===== config.mk =====
export PLATFORM = sky130hd
export DESIGN_NAME = decode_stage
export DESIGN_NICKNAME = d
export VERILOG_FILES = /design/src/rtl/decode_stage.sv
export SDC_FILE = /design/constraint.sdc
export NUM_CORES = 1
export LEC_CHECK = 0
export ABC_AREA = 0
export BUFFER_PORTS_ARGS = -buffer_cell sky130_fd_sc_hd__clkbuf_2
export CAP_MARGIN = 20
export CORE_UTILIZATION = 55
export DETAILED_ROUTE_END_ITERATION = 12
export PLACE_DENSITY = 0.8
export SLEW_MARGIN = 20
export SYNTH_ARGS = -nofsm -noshare
export SYNTH_HDL_FRONTEND = slang
export SYNTH_SLANG_ARGS = --single-unit

===== constraint.sdc =====
create_clock -name clk -period 4.3 [get_ports clk]
set_clock_uncertainty 0.05 [all_clocks]
set_input_delay 0.215 -clock clk [delete_from_list [all_inputs] [get_ports clk]]
set_output_delay 0.215 -clock clk [all_outputs]
set_load 0.02 [all_outputs]

===== src/rtl/decode_stage.sv =====
// decode_stage: registered, handshaked RV32/RV64 instruction-decode stage.
// Each accepted word is decoded combinationally, then stored already decoded
// in a MAIN/SKID register pair. This gives a registered in_ready, full
// throughput and a single-cycle flush.
// Optional feature: define DECODE_MULDIV_EN to make OP/OP-32 funct7=0000001
// (M extension) legal and flag it through out_is_muldiv.
// Handshake: a transfer happens on a rising edge where valid & ready are both
// high. A valid source holds its payload until that edge. ready never depends
// combinationally on valid.
module decode_stage #(
    parameter int XLEN = 32
) (
    input  logic            clk,
    input  logic            rst_n,
    input  logic            flush,
    input  logic            in_valid,
    output logic            in_ready,
    input  logic [31:0]     in_instr,
    input  logic [XLEN-1:0] in_pc,
    output logic            out_valid,
    input  logic            out_ready,
    output logic [XLEN-1:0] out_pc,
    output logic [6:0]      out_opcode,
    output logic [4:0]      out_rd,
    output logic [4:0]      out_rs1,
    output logic [4:0]      out_rs2,
    output logic [2:0]      out_funct3,
    output logic [6:0]      out_funct7,
    output logic [XLEN-1:0] out_imm,
    output logic            out_is_muldiv,
    output logic            out_illegal,
    output logic            out_uses_rs1,
    output logic            out_uses_rs2,
    output logic            out_writes_rd,
    output logic [1:0]      dbg_state
);

`ifdef DECODE_MULDIV_EN
    localparam logic MULDIV_EN = 1'b1;
`else
    localparam logic MULDIV_EN = 1'b0;
`endif

    localparam logic [6:0] OPC_OP       = 7'b0110011;
    localparam logic [6:0] OPC_OP_IMM   = 7'b0010011;
    localparam logic [6:0] OPC_LOAD     = 7'b0000011;
    localparam logic [6:0] OPC_STORE    = 7'b0100011;
    localparam logic [6:0] OPC_BRANCH   = 7'b1100011;
    localparam logic [6:0] OPC_JAL      = 7'b1101111;
    localparam logic [6:0] OPC_JALR     = 7'b1100111;
    localparam logic [6:0] OPC_LUI      = 7'b0110111;
    localparam logic [6:0] OPC_AUIPC    = 7'b0010111;
    localparam logic [6:0] OPC_MISC_MEM = 7'b0001111;
    localparam logic [6:0] OPC_SYSTEM   = 7'b1110011;
    localparam logic [6:0] OPC_OP_32    = 7'b0111011;
    localparam logic [6:0] OPC_OP_IMM32 = 7'b0011011;

    localparam logic       IS_RV64      = (XLEN == 64);

    typedef enum logic [1:0] {
        ST_EMPTY = 2'd0,
        ST_FULL  = 2'd1,
        ST_SKID  = 2'd2
    } state_t;

    typedef struct packed {
        logic [XLEN-1:0] pc;
        logic [6:0]      opcode;
        logic [4:0]      rd;
        logic [4:0]      rs1;
        logic [4:0]      rs2;
        logic [2:0]      funct3;
        logic [6:0]      funct7;
        logic [XLEN-1:0] imm;
        logic            is_muldiv;
        logic            illegal;
        logic            uses_rs1;
        logic            uses_rs2;
        logic            writes_rd;
    } dec_t;

    state_t state_q, state_d;
    logic   in_ready_q, in_ready_d;
    dec_t   main_q, main_d;
    dec_t   skid_q, skid_d;
    dec_t   dec;

    logic   accept;
    logic   main_load;
    logic   main_from_skid;
    logic   skid_load;

    // Decode the incoming word: fields, sign-extended immediate, legality and register usage
    always_comb begin
        logic [6:0]  op;
        logic [31:0] imm32;
        logic        legal_op;
        logic        is_op_rr;
        logic        f7_ok;
        logic        muldiv_enc;
        logic        bad;

        op         = in_instr[6:0];
        imm32      = 32'd0;
        legal_op   = 1'b0;
        dec        = '0;

        dec.pc     = in_pc;
        dec.opcode = op;
        dec.rd     = in_instr[11:7];
        dec.rs1    = in_instr[19:15];
        dec.rs2    = in_instr[24:20];
        dec.funct3 = in_instr[14:12];
        dec.funct7 = in_instr[31:25];

        case (op)
            OPC_OP_IMM, OPC_LOAD, OPC_JALR, OPC_OP_IMM32:
                imm32 = {{20{in_instr[31]}}, in_instr[31:20]};
            OPC_STORE:
                imm32 = {{20{in_instr[31]}}, in_instr[31:25], in_instr[11:7]};
            OPC_BRANCH:
                imm32 = {{19{in_instr[31]}}, in_instr[31], in_instr[7],
                         in_instr[30:25], in_instr[11:8], 1'b0};
            OPC_JAL:
                imm32 = {{11{in_instr[31]}}, in_instr[31], in_instr[19:12],
                         in_instr[20], in_instr[30:21], 1'b0};
            OPC_LUI, OPC_AUIPC:
                imm32 = {in_instr[31:12], 12'd0};
            default:
                imm32 = 32'd0;
        endcase
        // Widen to XLEN by copying bit 31 into the upper bits.
        dec.imm       = {XLEN{imm32[31]}};
        dec.imm[31:0] = imm32;

        case (op)
            OPC_OP, OPC_OP_IMM, OPC_LOAD, OPC_STORE, OPC_BRANCH, OPC_JAL,
            OPC_JALR, OPC_LUI, OPC_AUIPC, OPC_MISC_MEM, OPC_SYSTEM:
                legal_op = 1'b1;
            OPC_OP_32, OPC_OP_IMM32:
                legal_op = IS_RV64;
            default:
                legal_op = 1'b0;
        endcase

        is_op_rr   = (op == OPC_OP) || (op == OPC_OP_32);
        muldiv_enc = is_op_rr && (in_instr[31:25] == 7'b0000001);
        f7_ok      = (in_instr[31:25] == 7'b0000000) ||
                     (in_instr[31:25] == 7'b0100000) ||
                     (muldiv_enc && MULDIV_EN);

        bad = (in_instr[1:0] != 2'b11) || !legal_op ||
              (is_op_rr && !f7_ok) ||
              ((op == OPC_JALR) && (in_instr[14:12] != 3'b000));

        // An illegal word keeps its fields but reports only out_illegal.
        dec.illegal   = bad;
        dec.is_muldiv = !bad && muldiv_enc && MULDIV_EN;
        dec.uses_rs1  = !bad && !((op == OPC_LUI) || (op == OPC_AUIPC) ||
                                  (op == OPC_JAL) || (op == OPC_MISC_MEM) ||
                                  (op == OPC_SYSTEM));
        dec.uses_rs2  = !bad && ((op == OPC_OP) || (op == OPC_OP_32) ||
                                 (op == OPC_STORE) || (op == OPC_BRANCH));
        dec.writes_rd = !bad && (in_instr[11:7] != 5'd0) &&
                        !((op == OPC_STORE) || (op == OPC_BRANCH) ||
                          (op == OPC_MISC_MEM));
    end

    // Next-state and register-load control for the MAIN/SKID pair; flush overrides all
    always_comb begin
        accept         = in_valid && in_ready_q;
        state_d        = state_q;
        main_load      = 1'b0;
        main_from_skid = 1'b0;
        skid_load      = 1'b0;

        if (flush) begin
            state_d = ST_EMPTY;
        end else begin
            case (state_q)
                ST_EMPTY: begin
                    if (accept) begin
                        main_load = 1'b1;
                        state_d   = ST_FULL;
                    end
                end
                ST_FULL: begin
                    if (accept && out_ready) begin
                        main_load = 1'b1;
                    end else if (accept) begin
                        skid_load = 1'b1;
                        state_d   = ST_SKID;
                    end else if (out_ready) begin
                        state_d   = ST_EMPTY;
                    end
                end
                ST_SKID: begin
                    if (out_ready) begin
                        main_from_skid = 1'b1;
                        state_d        = ST_FULL;
                    end
                end
                default: state_d = ST_EMPTY;
            endcase
        end

        // in_ready comes from a register: it is low exactly while SKID is occupied.
        in_ready_d = (state_d != ST_SKID);

        main_d = main_q;
        if (main_from_skid) begin
            main_d = skid_q;
        end else if (main_load) begin
            main_d = dec;
        end
        skid_d = skid_load ? dec : skid_q;
    end

    // State, ready flag and holding registers
    always_ff @(posedge clk or negedge rst_n) begin
        if (!rst_n) begin
            state_q    <= ST_EMPTY;
            in_ready_q <= 1'b1;
            main_q     <= '0;
            skid_q     <= '0;
        end else begin
            state_q    <= state_d;
            in_ready_q <= in_ready_d;
            main_q     <= main_d;
            skid_q     <= skid_d;
        end
    end

    assign in_ready      = in_ready_q;
    assign out_valid     = (state_q != ST_EMPTY);
    assign out_pc        = main_q.pc;
    assign out_opcode    = main_q.opcode;
    assign out_rd        = main_q.rd;
    assign out_rs1       = main_q.rs1;
    assign out_rs2       = main_q.rs2;
    assign out_funct3    = main_q.funct3;
    assign out_funct7    = main_q.funct7;
    assign out_imm       = main_q.imm;
    assign out_is_muldiv = main_q.is_muldiv;
    assign out_illegal   = main_q.illegal;
    assign out_uses_rs1  = main_q.uses_rs1;
    assign out_uses_rs2  = main_q.uses_rs2;
    assign out_writes_rd = main_q.writes_rd;
    assign dbg_state     = state_q;

endmodule


==> results by group <==
Logic synthesis
  – Mapped cell area: roughly 8400 um2
  – Main synth FF type: dfrtp_1
  – Area leader, netlist: dfrtp_1
  – Synth top area cells: dfrtp_1, nand2_1, nor2_1
  – Yosys top cell area share: between 50% and 60%
  – Distinct cells, synth: 52
  – Syn nets: slightly below 1000
  – FFs w/ async S/R, synth: 100%
  – Synth Area per Inst: approximately 9.4 um2
  – Seq cells post-synth: ~200
  – Post-synth EDFFs: 0
  – Cells after Synth: approximately 900
  – Post-synthesis sequential area ratio: between 60% and 70%
  – YS warnings: 0

Clock network
  – Root buffer cell: clkbuf_16
  – Clock Sinks: slightly above 200
  – Worst-skew pair later-pin latency: 490 ps
  – Post-CTS sizing: 0
  – Maximum buffer depth of the clock tree: 3
  – CTS tree: done
  – H-tree levels: 1
  – CTS clk-pin slew, worst paths: about 60 ps
  – CTS buffer count: 21

Finish
  – Area growth syn-to-layout: 25.6%
  – Antenna Diode Count: 0
  – NumNets Final: ~1200
  – Commonest non-fill, non-tap cell in the layout: nand2_1
  – Layout cell share with drive strength beyond 1: a little over a fifth
  – Utilization after layout: between 70% and 80%
  – Fill cell count: 1119
  – Most frequent cells in the layout: nand2_1, dfrtp_1, clkbuf_2

Global route
  – Remaining Overflow, GRT: 0
  – First-pass GRT wire length: 36700 um
  – Largest net degree at the start of global routing: 121
  – Vias in the first global route: 7184
  – Initial antenna violation count: 0
  – Gr usage total: just under 30%

Power
  – Sw Share: between 20% and 30%
  – Sequential Power Share: between 40% and 50%
  – Pwr dens: approximately 480 nW/um2
  – P_leak: around 5.3 nW
  – Logic pwr share: about 18%
  – Pint: 3.61 mW
  – Clk pwr share: approximately 34%
  – Switching Power: between 1 and 1.5 mW
  – Worst vdd ir: 0.000302 V

Floorplan
  – Initial Utilization: between 50% and 60%
  – Core box area: 14800 um2
  – Die Ht: 126 um
  – Die width: roughly 130 um
  – I/O pin total: around 170
  – Number of cell rows: 44
  – Die area: roughly 16000 um2

Place
  – Port bufs: roughly 170
  – Global placement routability congestion: between 0.8 and 0.9
  – Post-detail-place hpwl: around 13000 um

Critical path
  – Crit path capture: out_imm[23]
  – FF-to-FF End: out_imm[23]
  – WP data arrival: around 3300 ps
  – Kind of critical path: reg -> reg
  – Worst R2R Start: in_ready
  – Crit path from: in_ready
  – Reg2reg path depth: 5
  – Crit. End Element: flop
  – Req. time, crit path: ~4700 ps
  – Largest fanout on the critical path: between 40 and 50
  – Critical Path Source Type: flop
  – Internal reg-to-reg setup slack: 1320 ps

STA
  – Slew Viols, Final: 0
  – Peak Freq: 335 MHz
  – Final Hold Viols: 0
  – Worst-Margin Slew: 983 ps
  – Worst slew margin: approximately a third
  – Fin crit share: a little over two thirds
  – Crit path time final: 2980 ps
  – RSZ-0062 raised after global routing: false
  – Total negative slack: 0 ps
  – Final Setup Violations: 0
  – Hold WS: ~4 ps

Routing
  – Vias per cell: between 5 and 6
  – Total wire length: about 23000 um
  – Antenna viol nets, final: 0
  – Initial DRC count: between 600 and 700
  – Wire length per cell: around 17 um
  – Post-route DRC: 0
  – Vias: between 7000 and 8000
  – DRT Pass-1 Iters: 5

Run
  – Max-Cap Viols: 0

Status
  – Status: completed

Min path
  – Worst hold path type: in -> reg
[how the worst min path moves through the flow]
stage / startpoint / to / slack, ps / cells past startpoint
global placement: in_pc[4] / skid_q[73] / 380 / 3
finish: in_instr[20] / skid_q[47] / 4 / 3
floorplan: rst_n / dbg_state[0] / -130 / 0
global route: in_instr[20] / skid_q[47] / 20 / 3
CTS: in_instr[20] / skid_q[47] / 10 / 3
detailed placement: rst_n / out_funct7[5] / 380 / 1
[what timing repair did]
action / CTS / global route
hold buffers: 58 / 0
endpoints found under the hold margin: 219 / 0
setup buffers: 0 / 0
[power groups by stage]
stage / Sequential [mW] / Clock (mW) / Combinational (mW)
final: 2.46 / 1.72 / 0.914
after global routing: 2.50 / 1.82 / 1.01
after CTS: 2.46 / 1.75 / 0.916
after detailed placement: 2.49 / 0 / 0.867
after global placement: 2.47 / 0 / 0.840
after floorplan: 2.62 / 0 / 0.372
[kinds of logic after synthesis]
group                     Yosys count  share of synthesized area, %
buffers and inverters              70                          3.75
DFF                               203                          60.2
xor gates and xnor gates            1                         0.104
and+or+nand+nor                   464                          22.5
muxes                               2                         0.267
other                               1                        0.0444
AOI/OAI and AO/OA                 154                          13.1
[stage by stage]
step | area, um2 | setup WS (ps) | cells | total power [mW]
global route | 10600 | 1160 | 1292 | 5.33
detailed placement | 9370 | 1370 | 1199 | 3.35
CTS | 10600 | 1360 | 1292 | 5.12
global placement | 9370 | 1450 | 1199 | 3.31
floorplan | 8440 | 2330 | 895 | 3.00
finish | 10600 | 1320 | 1292 | 5.09
[registers in the layout (all words and copies together) (netlist names)]
name	cells
out_imm	32
out_rs2	5
out_funct7	7
out_opcode	7
out_writes_rd	1
dbg_state	2
out_uses_rs2	1
out_funct3	3
out_rs1	5
skid_q	100
out_uses_rs1	1
out_rd	5
in_ready	1
out_illegal	1
out_pc	32
[Yosys cell counts, types with 10 or more instances]
library cell	n
a221o_1	15
nand4_1	10
nand3_1	23
nand2_1	238
dfrtp_1	202
a21oi_1	12
o22ai_1	64
clkbuf_1	34
buf_4	11
buf_2	10
nor2_1	161
a22oi_1	17
o21ai_0	11
[worst max-delay path, cell delays in order, from the launching register on]
cell and delay (ps):
dfstp_2 530, nand2_1 110, or4_2 1130, nor2_1 790, a22oi_1 150, nand3_1 140
[metal layers]
metal | routed length, um | part of all wire, % | track usage (%) | vias up
li1 | - | - | - | 3446
met2 | 10600 | 47 | 46.0 | 341
met4 | 801 | 3.5 | 11.3 | 0
met3 | 1580 | 7.0 | 4.50 | 55
met5 | 0 | 0 | 0 | -
met1 | 9570 | 42 | 40.4 | 3587
[area by class of cell]
cell class / count / area, um2 / share of cell area (%)
clock buffer: 31 / 633 / 5.97
clock inverter: 4 / 22.5 / 0.212
multi-input combinational: 622 / 3060 / 28.9
sequential: 203 / 5080 / 47.9
timing repair buffer: 239 / 1540 / 14.5
tap: 184 / 230 / 2.17
inverter: 9 / 33.8 / 0.318
(Power assumes the default switching activity.)
